===== src/rtl/text_pkg.sv =====
// Shared definitions for the text-mode renderer.
//  - Glyph cell geometry (8x16), RGB565 word width, default colours.
//  - Char buffer address width and the cell-address helper.
//  - Frame FSM state encoding.
package text_pkg;

  localparam int CHAR_W   = 8;
  localparam int CHAR_H   = 16;
  localparam int RGB565_W = 16;
  localparam int ADDR_W   = 10;

  localparam logic [RGB565_W-1:0] DEFAULT_FG = 16'hFFFF;
  localparam logic [RGB565_W-1:0] DEFAULT_BG = 16'h0000;

  typedef enum logic [1:0] {
    IDLE,
    RUN,
    DRAIN
  } state_t;

  // Char buffer address of the cell covering pixel (x, y) on a grid of
  // 'cols' cells per text row. Divisions are by powers of two.
  function automatic logic [ADDR_W-1:0] cell_addr(input int x, input int y, input int cols);
    return ADDR_W'((y / CHAR_H) * cols + (x / CHAR_W));
  endfunction

endpackage


===== src/rtl/text_raster_counter.sv =====
// Raster x/y coordinate counter.
//  clk, reset : clock, synchronous active-high reset
//  en         : advance one pixel (x inner, y outer)
//  clr        : return to (0,0)
//  x, y       : current coordinate
//  last       : current coordinate is the final pixel of the frame
// At the final pixel the counter saturates; it never wraps past the last row.
module text_raster_counter
  import text_pkg::*;
#(
  parameter int H_PIXELS = 320,
  parameter int V_PIXELS = 240,
  localparam int XW = $clog2(H_PIXELS),
  localparam int YW = $clog2(V_PIXELS)
) (
  input  logic          clk,
  input  logic          reset,
  input  logic          en,
  input  logic          clr,
  output logic [XW-1:0] x,
  output logic [YW-1:0] y,
  output logic          last
);

  logic x_end;

  assign x_end = (x == XW'(H_PIXELS - 1));
  assign last  = x_end && (y == YW'(V_PIXELS - 1));

  // NOTE: registered state always uses non-blocking assignments so every
  // flop samples pre-edge values regardless of block ordering.
  always_ff @(posedge clk) begin
    if (reset || clr) begin
      x <= '0;
      y <= '0;
    end else if (en && !last) begin
      if (x_end) begin
        x <= '0;
        y <= y + YW'(1);
      end else begin
        x <= x + XW'(1);
      end
    end
  end

endmodule


===== src/rtl/text_pixel_streamer.sv =====
// Text-mode frame renderer: rasters an H x V frame, fetches the character
// code for each pixel from an external char RAM, looks the glyph bit up in an
// external char ROM and streams one RGB565 word per pixel (valid/ready).
//  i_clk, i_reset     : clock, synchronous active-high reset
//  i_start            : frame start request (ignored while busy / on frame_done)
//  o_busy             : frame in progress
//  o_char_addr        : char RAM address; i_char_data returns one cycle later
//  o_rom_col/row/ascii: char ROM inputs; i_rom_pixel returns one cycle later
//  o_px_data/valid    : pixel stream, accepted when valid & i_px_ready
//  o_px_last          : marks pixel (H-1, V-1)
//  o_frame_done       : one-cycle pulse after the last pixel is accepted
// Pipeline: A = RAM address, B = ROM inputs, C = ROM bit returns, D = output.
module text_pixel_streamer
  import text_pkg::*;
#(
  parameter int                  H_PIXELS = 320,
  parameter int                  V_PIXELS = 240,
  parameter logic [RGB565_W-1:0] FG_COLOR = DEFAULT_FG,
  parameter logic [RGB565_W-1:0] BG_COLOR = DEFAULT_BG
) (
  input  logic                i_clk,
  input  logic                i_reset,
  input  logic                i_start,
  output logic                o_busy,
  output logic [ADDR_W-1:0]   o_char_addr,
  input  logic [7:0]          i_char_data,
  output logic [2:0]          o_rom_col,
  output logic [3:0]          o_rom_row,
  output logic [7:0]          o_rom_ascii,
  input  logic                i_rom_pixel,
  output logic [RGB565_W-1:0] o_px_data,
  output logic                o_px_valid,
  input  logic                i_px_ready,
  output logic                o_px_last,
  output logic                o_frame_done
);

  localparam int COLS = H_PIXELS / CHAR_W;
  localparam int XW   = $clog2(H_PIXELS);
  localparam int YW   = $clog2(V_PIXELS);

  state_t        state;
  logic [XW-1:0] x;
  logic [YW-1:0] y;
  logic          cnt_last;
  logic          adv, accept, start_ok, issue;

  logic          a_valid, a_last;
  logic [2:0]    a_col;
  logic [3:0]    a_row;
  logic          b_valid, b_last;
  logic          c_valid, c_last;

  logic          adv_q;
  logic [7:0]    char_hold;
  logic          pix_hold;
  logic          pix_bit;

  assign adv      = !o_px_valid || i_px_ready;
  assign accept   = o_px_valid && i_px_ready;
  assign start_ok = (state == IDLE) && i_start && !o_frame_done;
  assign issue    = adv && (start_ok || (state == RUN));

  // The external RAM/ROM re-sample the held addresses during a stall, so
  // after the first stalled cycle their outputs belong to the next stage.
  // The value seen on the last advancing edge is kept and replayed instead.
  assign o_rom_ascii = adv_q ? i_char_data : char_hold;
  assign pix_bit     = adv_q ? i_rom_pixel : pix_hold;

  text_raster_counter #(
    .H_PIXELS (H_PIXELS),
    .V_PIXELS (V_PIXELS)
  ) u_counter (
    .clk   (i_clk),
    .reset (i_reset),
    .en    (issue),
    .clr   (state == DRAIN),
    .x     (x),
    .y     (y),
    .last  (cnt_last)
  );

  // Frame FSM
  always_ff @(posedge i_clk) begin
    if (i_reset) begin
      state        <= IDLE;
      o_busy       <= 1'b0;
      o_frame_done <= 1'b0;
    end else begin
      o_frame_done <= 1'b0;
      unique case (state)
        IDLE: begin
          if (issue) begin
            o_busy <= 1'b1;
            if (cnt_last) state <= DRAIN;
            else          state <= RUN;
          end
        end
        RUN: begin
          if (issue && cnt_last) state <= DRAIN;
        end
        DRAIN: begin
          if (accept && o_px_last) begin
            state        <= IDLE;
            o_busy       <= 1'b0;
            o_frame_done <= 1'b1;
          end
        end
        default: state <= IDLE;
      endcase
    end
  end

  // Pixel pipeline; every stage moves together when the output can advance.
  always_ff @(posedge i_clk) begin
    if (i_reset) begin
      o_char_addr <= '0;
      a_valid     <= 1'b0;
      a_last      <= 1'b0;
      a_col       <= '0;
      a_row       <= '0;
      b_valid     <= 1'b0;
      b_last      <= 1'b0;
      o_rom_col   <= '0;
      o_rom_row   <= '0;
      c_valid     <= 1'b0;
      c_last      <= 1'b0;
      o_px_valid  <= 1'b0;
      o_px_last   <= 1'b0;
      o_px_data   <= BG_COLOR;
      adv_q       <= 1'b0;
      char_hold   <= '0;
      pix_hold    <= 1'b0;
    end else begin
      adv_q     <= adv;
      char_hold <= o_rom_ascii;
      pix_hold  <= pix_bit;
      if (adv) begin
        a_valid <= issue;
        a_last  <= issue && cnt_last;
        if (issue) begin
          o_char_addr <= cell_addr(int'(x), int'(y), COLS);
          a_col       <= x[2:0];
          a_row       <= y[3:0];
        end
        b_valid    <= a_valid;
        b_last     <= a_last;
        o_rom_col  <= a_col;
        o_rom_row  <= a_row;
        c_valid    <= b_valid;
        c_last     <= b_last;
        o_px_valid <= c_valid;
        o_px_last  <= c_last;
        if (c_valid) o_px_data <= pix_bit ? FG_COLOR : BG_COLOR;
      end
    end
  end

endmodule


===== config.mk =====
export PLATFORM = sky130hd
export DESIGN_NAME = text_pixel_streamer
export DESIGN_NICKNAME = d
export VERILOG_FILES = /design/src/rtl/text_pkg.sv /design/src/rtl/text_raster_counter.sv /design/src/rtl/text_pixel_streamer.sv
export SDC_FILE = /design/constraint.sdc
export NUM_CORES = 1
export LEC_CHECK = 0
export BUFFER_PORTS_ARGS = -buffer_cell sky130_fd_sc_hd__buf_2
export CAP_MARGIN = 15
export CORE_ASPECT_RATIO = 0.9
export CORE_MARGIN = 1
export CORE_UTILIZATION = 40
export DETAILED_ROUTE_END_ITERATION = 6
export GPL_TIMING_DRIVEN = 0
export SLEW_MARGIN = 20
export SYNTH_ARGS = -nofsm -noshare
export SYNTH_HDL_FRONTEND = slang
export SYNTH_HIERARCHICAL = 1
export SYNTH_SLANG_ARGS = --single-unit
export TNS_END_PERCENT = 20

===== constraint.sdc =====
create_clock -name i_clk -period 4.3 [get_ports i_clk]
set_input_delay 0.215 -clock i_clk [delete_from_list [all_inputs] [get_ports i_clk]]
set_output_delay 0.215 -clock i_clk [all_outputs]
set_load 0.02 [all_outputs]

==> reports/summary.md, run 1 <==
The flow ran to the end, and the final reports show no timing, DRC or antenna violations. By count the netlist is led by dfxtp_1, nand2_1, a21oi_1. Setup violations remaining at the end of the flow were counted as 0. Aggregate negative setup slack: 0 ns. For the cell count after synthesis, the log shows 328. The die is 92.2 microns wide. During placement, the flow inserted port buffers numbering 57.

The class of the tightest hold or removal check was in2reg. The ratio of cells with drive above 1 in the final layout was 0.276; the aggregate global-route resource usage was 0.189. The total area inside the core boundary comes to 0.00708 sq mm.

The total design power came out at 0.00126 W. In this design, the stage delay of the slowest critical-path cell is 0.49 ns. The critical path goes through ha_1, ha_1, fa_1, xor2_1, nand4_1, xnor2_1, a211oi_1. For the effective utilization at floorplan, the log shows 0.414.

The floorplan step set the die height to 83.2 microns. The cell repeated most along the worst path was ha_1. The combined area of all synthesized cells is 0.00293 sq mm.

The initial antenna violation count is 0. STA puts the critical path data required time at 4.54 ns. In the routed layout, each cell is associated on average with a via count of 5.04. Routability-driven placement finished with a final weighted congestion of 0.765. The slowest stage of the critical path is the dfxtp_1 cell. Share of flip-flops with an asynchronous set or reset: 0. Kind of critical path: reg2reg. The maximum buffer depth of the clock tree is 2. Data on the critical path arrives at its endpoint at 2.46 ns. The first global-routing pass estimated 11,200 microns of wire.

The tools report the type of origin of the critical path as a flop. The tools report the number of global-route vias before repair as 2,335. The largest net degree at the start of global routing came out at 18. Setup repair after global routing left no endpoint under its margin.

The post-synthesis sequential area ratio was 0.438; the total power per unit cell area was 357 mW/mm^2. After layout, the worst setup slack is 2.08 ns. The clock tree synthesis step divided the H-tree into 3 levels. The tools report the clock root buffer as clkbuf_8. The number of different library cells used by synthesis comes to 46. The run gives 0.34 ns as the latest clock arrival within the worst-skew pair. At the pin with the least slew margin, the transition time is 0.587 ns. In the post-synthesis netlist, the biggest area contributors are dfxtp_1, nand2_1, a21oi_1, buf_4, ha_1. The post-CTS repair timing setup buffer count is 0, and the count of hold buffers inserted by post-cts repair is 0.

The average instance in the mapped netlist occupies 8.93 sq um. The element type at the critical path end was a flop. The run gives 0.00792 ns as the final clock skew.

For this run, the top clock speed supported by timing is 0.451 GHz. The logs give 0 for the total count of hold-check failures in the final report and 4 for the number of search-and-repair iterations in the first detailed-routing pass. Buffers inserted during clock tree synthesis total 9. The peak supply drop is 0.200 mV, and the minimum setup slack after placement is 2.08 ns. TritonCTS built the clock tree. Dividing the detail-routed wire length by the instance count gives 13.5 microns. For this run the aggregate overflow at the end of global routing stands at 0.

Wires add up to 6640 microns. The relative slew slack was 0.608. The clock slew at the register clock pins of the worst setup and hold paths came out at 0.07 ns. The number of gates given a new drive strength after cts was 0. Cell taking the most area after synthesis: dfxtp_1.

At the end of the flow, the number of nets in the layout was 420. The routed layout has 2,478 vias. The logs give 0.00352 sq mm for the total non-filler cell area in the finished layout and 0 for the count of pins over their slew limit.

The cell area after placement is 0.00333 sq mm. The most common flop cell mapped by yosys is dfxtp_1. The synthesized design contains 0 enable-type register cells. The number of maximum-capacitance violations was 0; the I/O pin count was 58. In the routed design, unresolved DRC markers number 0.

Yosys printed 6 warnings. After layout, the minimum clock period comes to 2.22 ns. The die covers 0.00767 sq mm.

The post-route antenna net violation count is 0. Summed over all cells, the static leakage comes to 1.46 nW. Violation count after the first detailed-route iteration: 109. Clock tree synthesis found a total of 64 sinks.

The area share of the largest cell type after synthesis was 0.438; the standard-cell row count was 29. Post-route fraction of the period consumed by the critical path: 0.516. Post-layout utilization of the core: 0.498. The HPWL after detailed placement was 4770 microns. Compared with the post-synthesis result, the final layout area differs by 20.3%. The largest fanout on the critical path is 8.

In the post-synthesis netlist, the cell with the most instances is dfxtp_1. The antenna diode instance count was 0; the flip-flop and latch count after synthesis was 64. The tools report the post-synthesis net count as 352.
[critical path, delay by kind of cell, from the launching register on]
kind	cells	cell delay [ns]
XOR/XNOR	2	0.37
flip-flops	1	0.49
adder cells (fa/ha/maj)	3	0.88
AND/OR/NAND/NOR	1	0.14
AO/OA/AOI/OAI	1	0.24
[layout by cell type, fill, tap and decap left out, types with 6 or more instances in the layout]
master / instances
nor2_1: 16
mux2_2: 8
o21ai_0: 10
nand2_1: 61
clkbuf_1: 9
dfxtp_1: 64
nor2b_1: 9
ha_1: 9
or3_1: 6
nand3_1: 7
buf_4: 16
clkbuf_8: 11
buf_2: 60
a21oi_1: 42
[logic make-up after synthesis]
family                     Yosys count  synth area share
muxes                                9            0.0342
AOI/OAI and AO/OA                   76             0.163
adders and majority gates           11            0.0521
DFF                                 64             0.438
buffers and inverters               37            0.0803
and+or+nand+nor                    125             0.215
xor gates and xnor gates             6            0.0179
[registers in the layout (all words and copies together) (netlist names), 2 cells and up]
register and flops:
o_char_addr 10, u_counter/x 9, char_hold 8, u_counter/y 8, a_row 4, o_rom_row 4, a_col 3, o_rom_col 3
state 2
[cell type report]
class,instances,area [sq um]
Tap cell,93,116
Buffer,32,214
Clock inverter,3,42.5
Fill cell,718,3550
Sequential cell,64,1280
Multi-Input combinational cell,227,1410
Inverter,5,21.3
Clock buffer,11,151
Timing Repair Buffer,57,285
[power breakdown]
part / switching [W] / internal, W
Combinational: 0.0000726 / 0.0000503
Sequential: 0.0000114 / 0.000609
Clock: 0.000223 / 0.000292
Total: 0.000307 / 0.000951
[through the flow]
step / hold slack [ns] / cells
4_1_cts: 0.135 / 492
3_5_place_dp: 0.428 / 478
3_3_place_gp: 0.417 / 478
6_report: 0.142 / 492
5_1_grt: 0.131 / 492
2_1_floorplan: 0.291 / 328
[worst paths after layout]
path / startpoint / end / slack, ns / depth (start not counted)
worst min register to register: o_rom_row[2]$_SDFFE_PP0P_ / o_rom_row[2]$_SDFFE_PP0P_ / 0.45 / 2
worst max register to register: u_counter/y[5]$_SDFFE_PP0P_ / o_char_addr[9]$_SDFFE_PP0P_ / 2.08 / 7
worst min-delay path: i_reset / state[0]$_SDFFE_PP0P_ / 0.14 / 2
worst max-delay path: u_counter/y[5]$_SDFFE_PP0P_ / o_char_addr[9]$_SDFFE_PP0P_ / 2.08 / 7
[routing by layer]
| metal | vias up | wire, microns | global-route usage |
|---|---|---|---|
| met1 | 1137 | 3310 | 0.253 |
| met3 | 6 | 391 | 0.0723 |
| met2 | 60 | 2880 | 0.288 |
| li1 | 1275 | - | - |
| met5 | - | 0 | 0 |
| met4 | 0 | 57 | 0.0469 |
Power figures use the tool's default switching activity.
==> inputs of run 2 (changes only) <==
==> constraint.sdc (replaced) <==
create_clock -name i_clk -period 2.25 [get_ports i_clk]
set_input_delay 0.1125 -clock i_clk [delete_from_list [all_inputs] [get_ports i_clk]]
set_output_delay 0.1125 -clock i_clk [all_outputs]
set_load 0.02 [all_outputs]
==> run 2 against run 1 <==
Effect of this change:
- fmax grew 5.7%
- sequential share of layout area is essentially flat
- combinational power grew 91%
- critical path depth is the same
- final area grew 0.32%
- routed wire length grew 0.41%
- flip-flop and latch count is the same
- first-iteration DRC count shrank 19%
- worst setup slack lost 1.9 ns
- via count shrank 0.36%
==> reports/summary.md, run 2 (synthesis results as in run 1) <==
In this run the horizontal extent of the chip is 92.2 microns. Entering global routing, the biggest net connects 18 pins. The initialized floorplan defines 29 standard-cell rows.

The top achievable clock speed came out at 0.476 GHz. The fraction of power spent switching nets is 0.245. On the worst path, the slowest cell contributes a delay of 0.41 ns. The internal portion of the total power is 0.00182 W. The tools report the final net count as 420. In the layout the commonest cells are dfxtp_1, nand2_1, buf_2, a21oi_1. TritonCTS built the clock tree. During I/O placement, the number of pins put on the boundary was 58.

The die extent in y is 83.2 microns, and the number of flip-flops in the largest register is 10. For the worst setup path, the data arrival time is 2.34 ns. The run gives 0 as the total setup violations reported at the end of the flow.

In this run the critical register-to-register path is captured at o_char_addr[9]$_SDFFE_PP0P_. The run gives 2 as the maximum buffer depth of the clock tree. The number of antenna diodes in the final layout is 0.

The startpoint identified for the worst register-to-register timing path is u_counter/y[7]$_SDFFE_PP0P_. In this run the number of H-tree levels came out at 3. The run gives 6670 microns as the final wirelength. The slowest cell on the critical path was dfxtp_2. The logs give 0.000588 W for the switching power total and 0 for the post-route antenna net violation count. IR analysis of the VDD net gives a maximum drop of 0.383 mV. The initial antenna violation count is 0. The number of maximum-capacitance violations was 0; the aggregate global-route resource usage was 0.189. The instance count on the critical path came out at 7. The total power per unit cell area was 681 mW/mm^2; the relative slew slack was 0.608. For the number of global-route vias before repair, the log shows 2,335. Counting stages on the worst path, the most repeated cell is ha_1. After global routing the overflow that remains totals 0.

The tools report the latest clock arrival within the worst-skew pair as 0.34 ns. The worst setup path is launched from a flop. After detailed routing, the number of remaining DRC violations is 0. At the pin with the least slew margin, the transition time is 0.588 ns. The tools report the minimum setup slack after placement as 0.0324 ns. The run gives 0 as the post-CTS repair timing setup buffer count.

The tools report the number of sinks on the clock net as 64. The routed design could run at a clock period as short as 2.10 ns. The worst hold path belongs to the class in2reg. The TritonCTS buffer count was 9. The least setup slack across all paths after layout is 0.151 ns.

The worst register-to-register path has a depth of 7. HPWL after detailed placement: 4770 microns. The per-cell routed wire length works out to 13.6 microns. The die covers 0.00767 sq mm. For the worst setup path, the data required time is 2.49 ns. The endpoint of the most critical setup path was o_char_addr[9]$_SDFFE_PP0P_.

The worst hold path begins at i_reset. The worst setup path is of the reg2reg kind. The largest registers in the layout are o_char_addr x10, u_counter/x x9. The clock root buffer is clkbuf_8. The post-layout utilization of the core is 0.500. The minimum setup slack among reg-to-reg paths was 0.15 ns; the ratio of cells with drive above 1 in the final layout was 0.283.

Post-route fraction of the period consumed by the critical path: 0.933. For the final clock skew, the log shows 0.00787 ns. The relative contribution of sequential cells to total power is 0.493, and the number of gates given a new drive strength after cts is 0.

The cell family contributing the most delay on the critical path is adder cells. The run gives 4 as the number of search-and-repair iterations in the first detailed-routing pass. The critical path starts at u_counter/y[7]$_SDFFE_PP0P_.

The critical path goes through ha_1, ha_1, fa_1, xor2_2, nand4_1, xnor2_1, a211oi_1. Relative to the synthesized area, the layout overhead comes to 20.7%. The count of pins over their slew limit was 0. The flow ran to the end, and the final reports show no timing, DRC or antenna violations.

Buffers placed on the I/O ports in this run total 57. The register bank with the most flops is o_char_addr. Most common library cell in the layout ignoring fill and taps: dfxtp_1. The first global-routing pass estimated 11,200 microns of wire. After clock tree synthesis, the clock-pin slew on the worst setup and hold paths is 0.07 ns. The run gives 0 as the count of hold buffers inserted by post-cts repair.

The run gives 0.414 as the effective utilization at floorplan. The total count of hold-check failures in the final report is 0, and the clock group share of total power is 0.410. The element type at the critical path end was a flop. The layout has 720 filler cells. For this block, the via count after detailed routing is 2,469.

Summed over all cells, the static leakage comes to 1.46 nW. Setup repair after global routing could not meet its margin everywhere. Along the worst path, the maximum fanout reaches 6. The routability congestion estimate from global placement was 0.765; the combinational share of power was 0.098. The detailed router finished its first iteration with 88 violations. The combined buffer and inverter count along the critical path is 0.

The standard cell core area was 0.00708 sq mm. The detailed-route vias per instance is 5.02.
[run 2: worst reg2reg max path: stages, from the launching register on]
cell	delay [ns]
dfxtp_2	0.41
ha_1	0.26
ha_1	0.22
fa_1	0.40
xor2_2	0.18
nand4_1	0.13
xnor2_1	0.15
a211oi_1	0.24
[run 2: metal layers]
layer,wire length (microns),part of all wire,global-route usage
met4,57,0.0085,0.0469
met1,3340,0.50,0.253
met3,357,0.054,0.0723
met2,2920,0.44,0.288
met5,0,0,0
[run 2: layout make-up]
type	count	area (sq um)	share of cell area
repair buffers	57	285	0.0807
plain buffers	32	214	0.0605
clock inverters	3	42.5	0.0120
inverters	5	21.3	0.00602
multi-input cells	227	1420	0.402
clock buffers	11	151	0.0428
flip-flops and latches	64	1280	0.363
well taps	93	116	0.0329
[run 2: how the worst min path moves through the flow]
stage / endpoint / slack (ns) / cells past startpoint
after global placement: state[0]$_SDFFE_PP0P_ / 0.37 / 2
after CTS: state[0]$_SDFFE_PP0P_ / 0.03 / 2
after global routing: state[0]$_SDFFE_PP0P_ / 0.03 / 2
final: state[0]$_SDFFE_PP0P_ / 0.04 / 2
after detailed placement: state[0]$_SDFFE_PP0P_ / 0.39 / 2
after floorplan: state[0]$_SDFFE_PP0P_ / 0.19 / 1
[run 2: power by group through the flow]
stage	clock [W]	sequential, W	combinational (W)
finish	0.000985	0.00119	0.000235
global route	0.00107	0.00119	0.000257
CTS	0.00101	0.00119	0.000238
detailed placement	0	0.00121	0.000237
global placement	0	0.00121	0.000234
floorplan	0	0.00122	0.000156
[run 2: stage by stage]
stage / std cells / area, sq um / hold slack (ns) / total power, W / setup TNS (ns)
floorplan: 328 / 2930 / 0.188 / 0.00137 / 0
global placement: 478 / 3330 / 0.371 / 0.00144 / 0
detailed placement: 478 / 3330 / 0.388 / 0.00145 / 0
CTS: 492 / 3520 / 0.0326 / 0.00243 / 0
global route: 492 / 3530 / 0.0287 / 0.00251 / -0.00439
finish: 492 / 3530 / 0.0408 / 0.00241 / 0
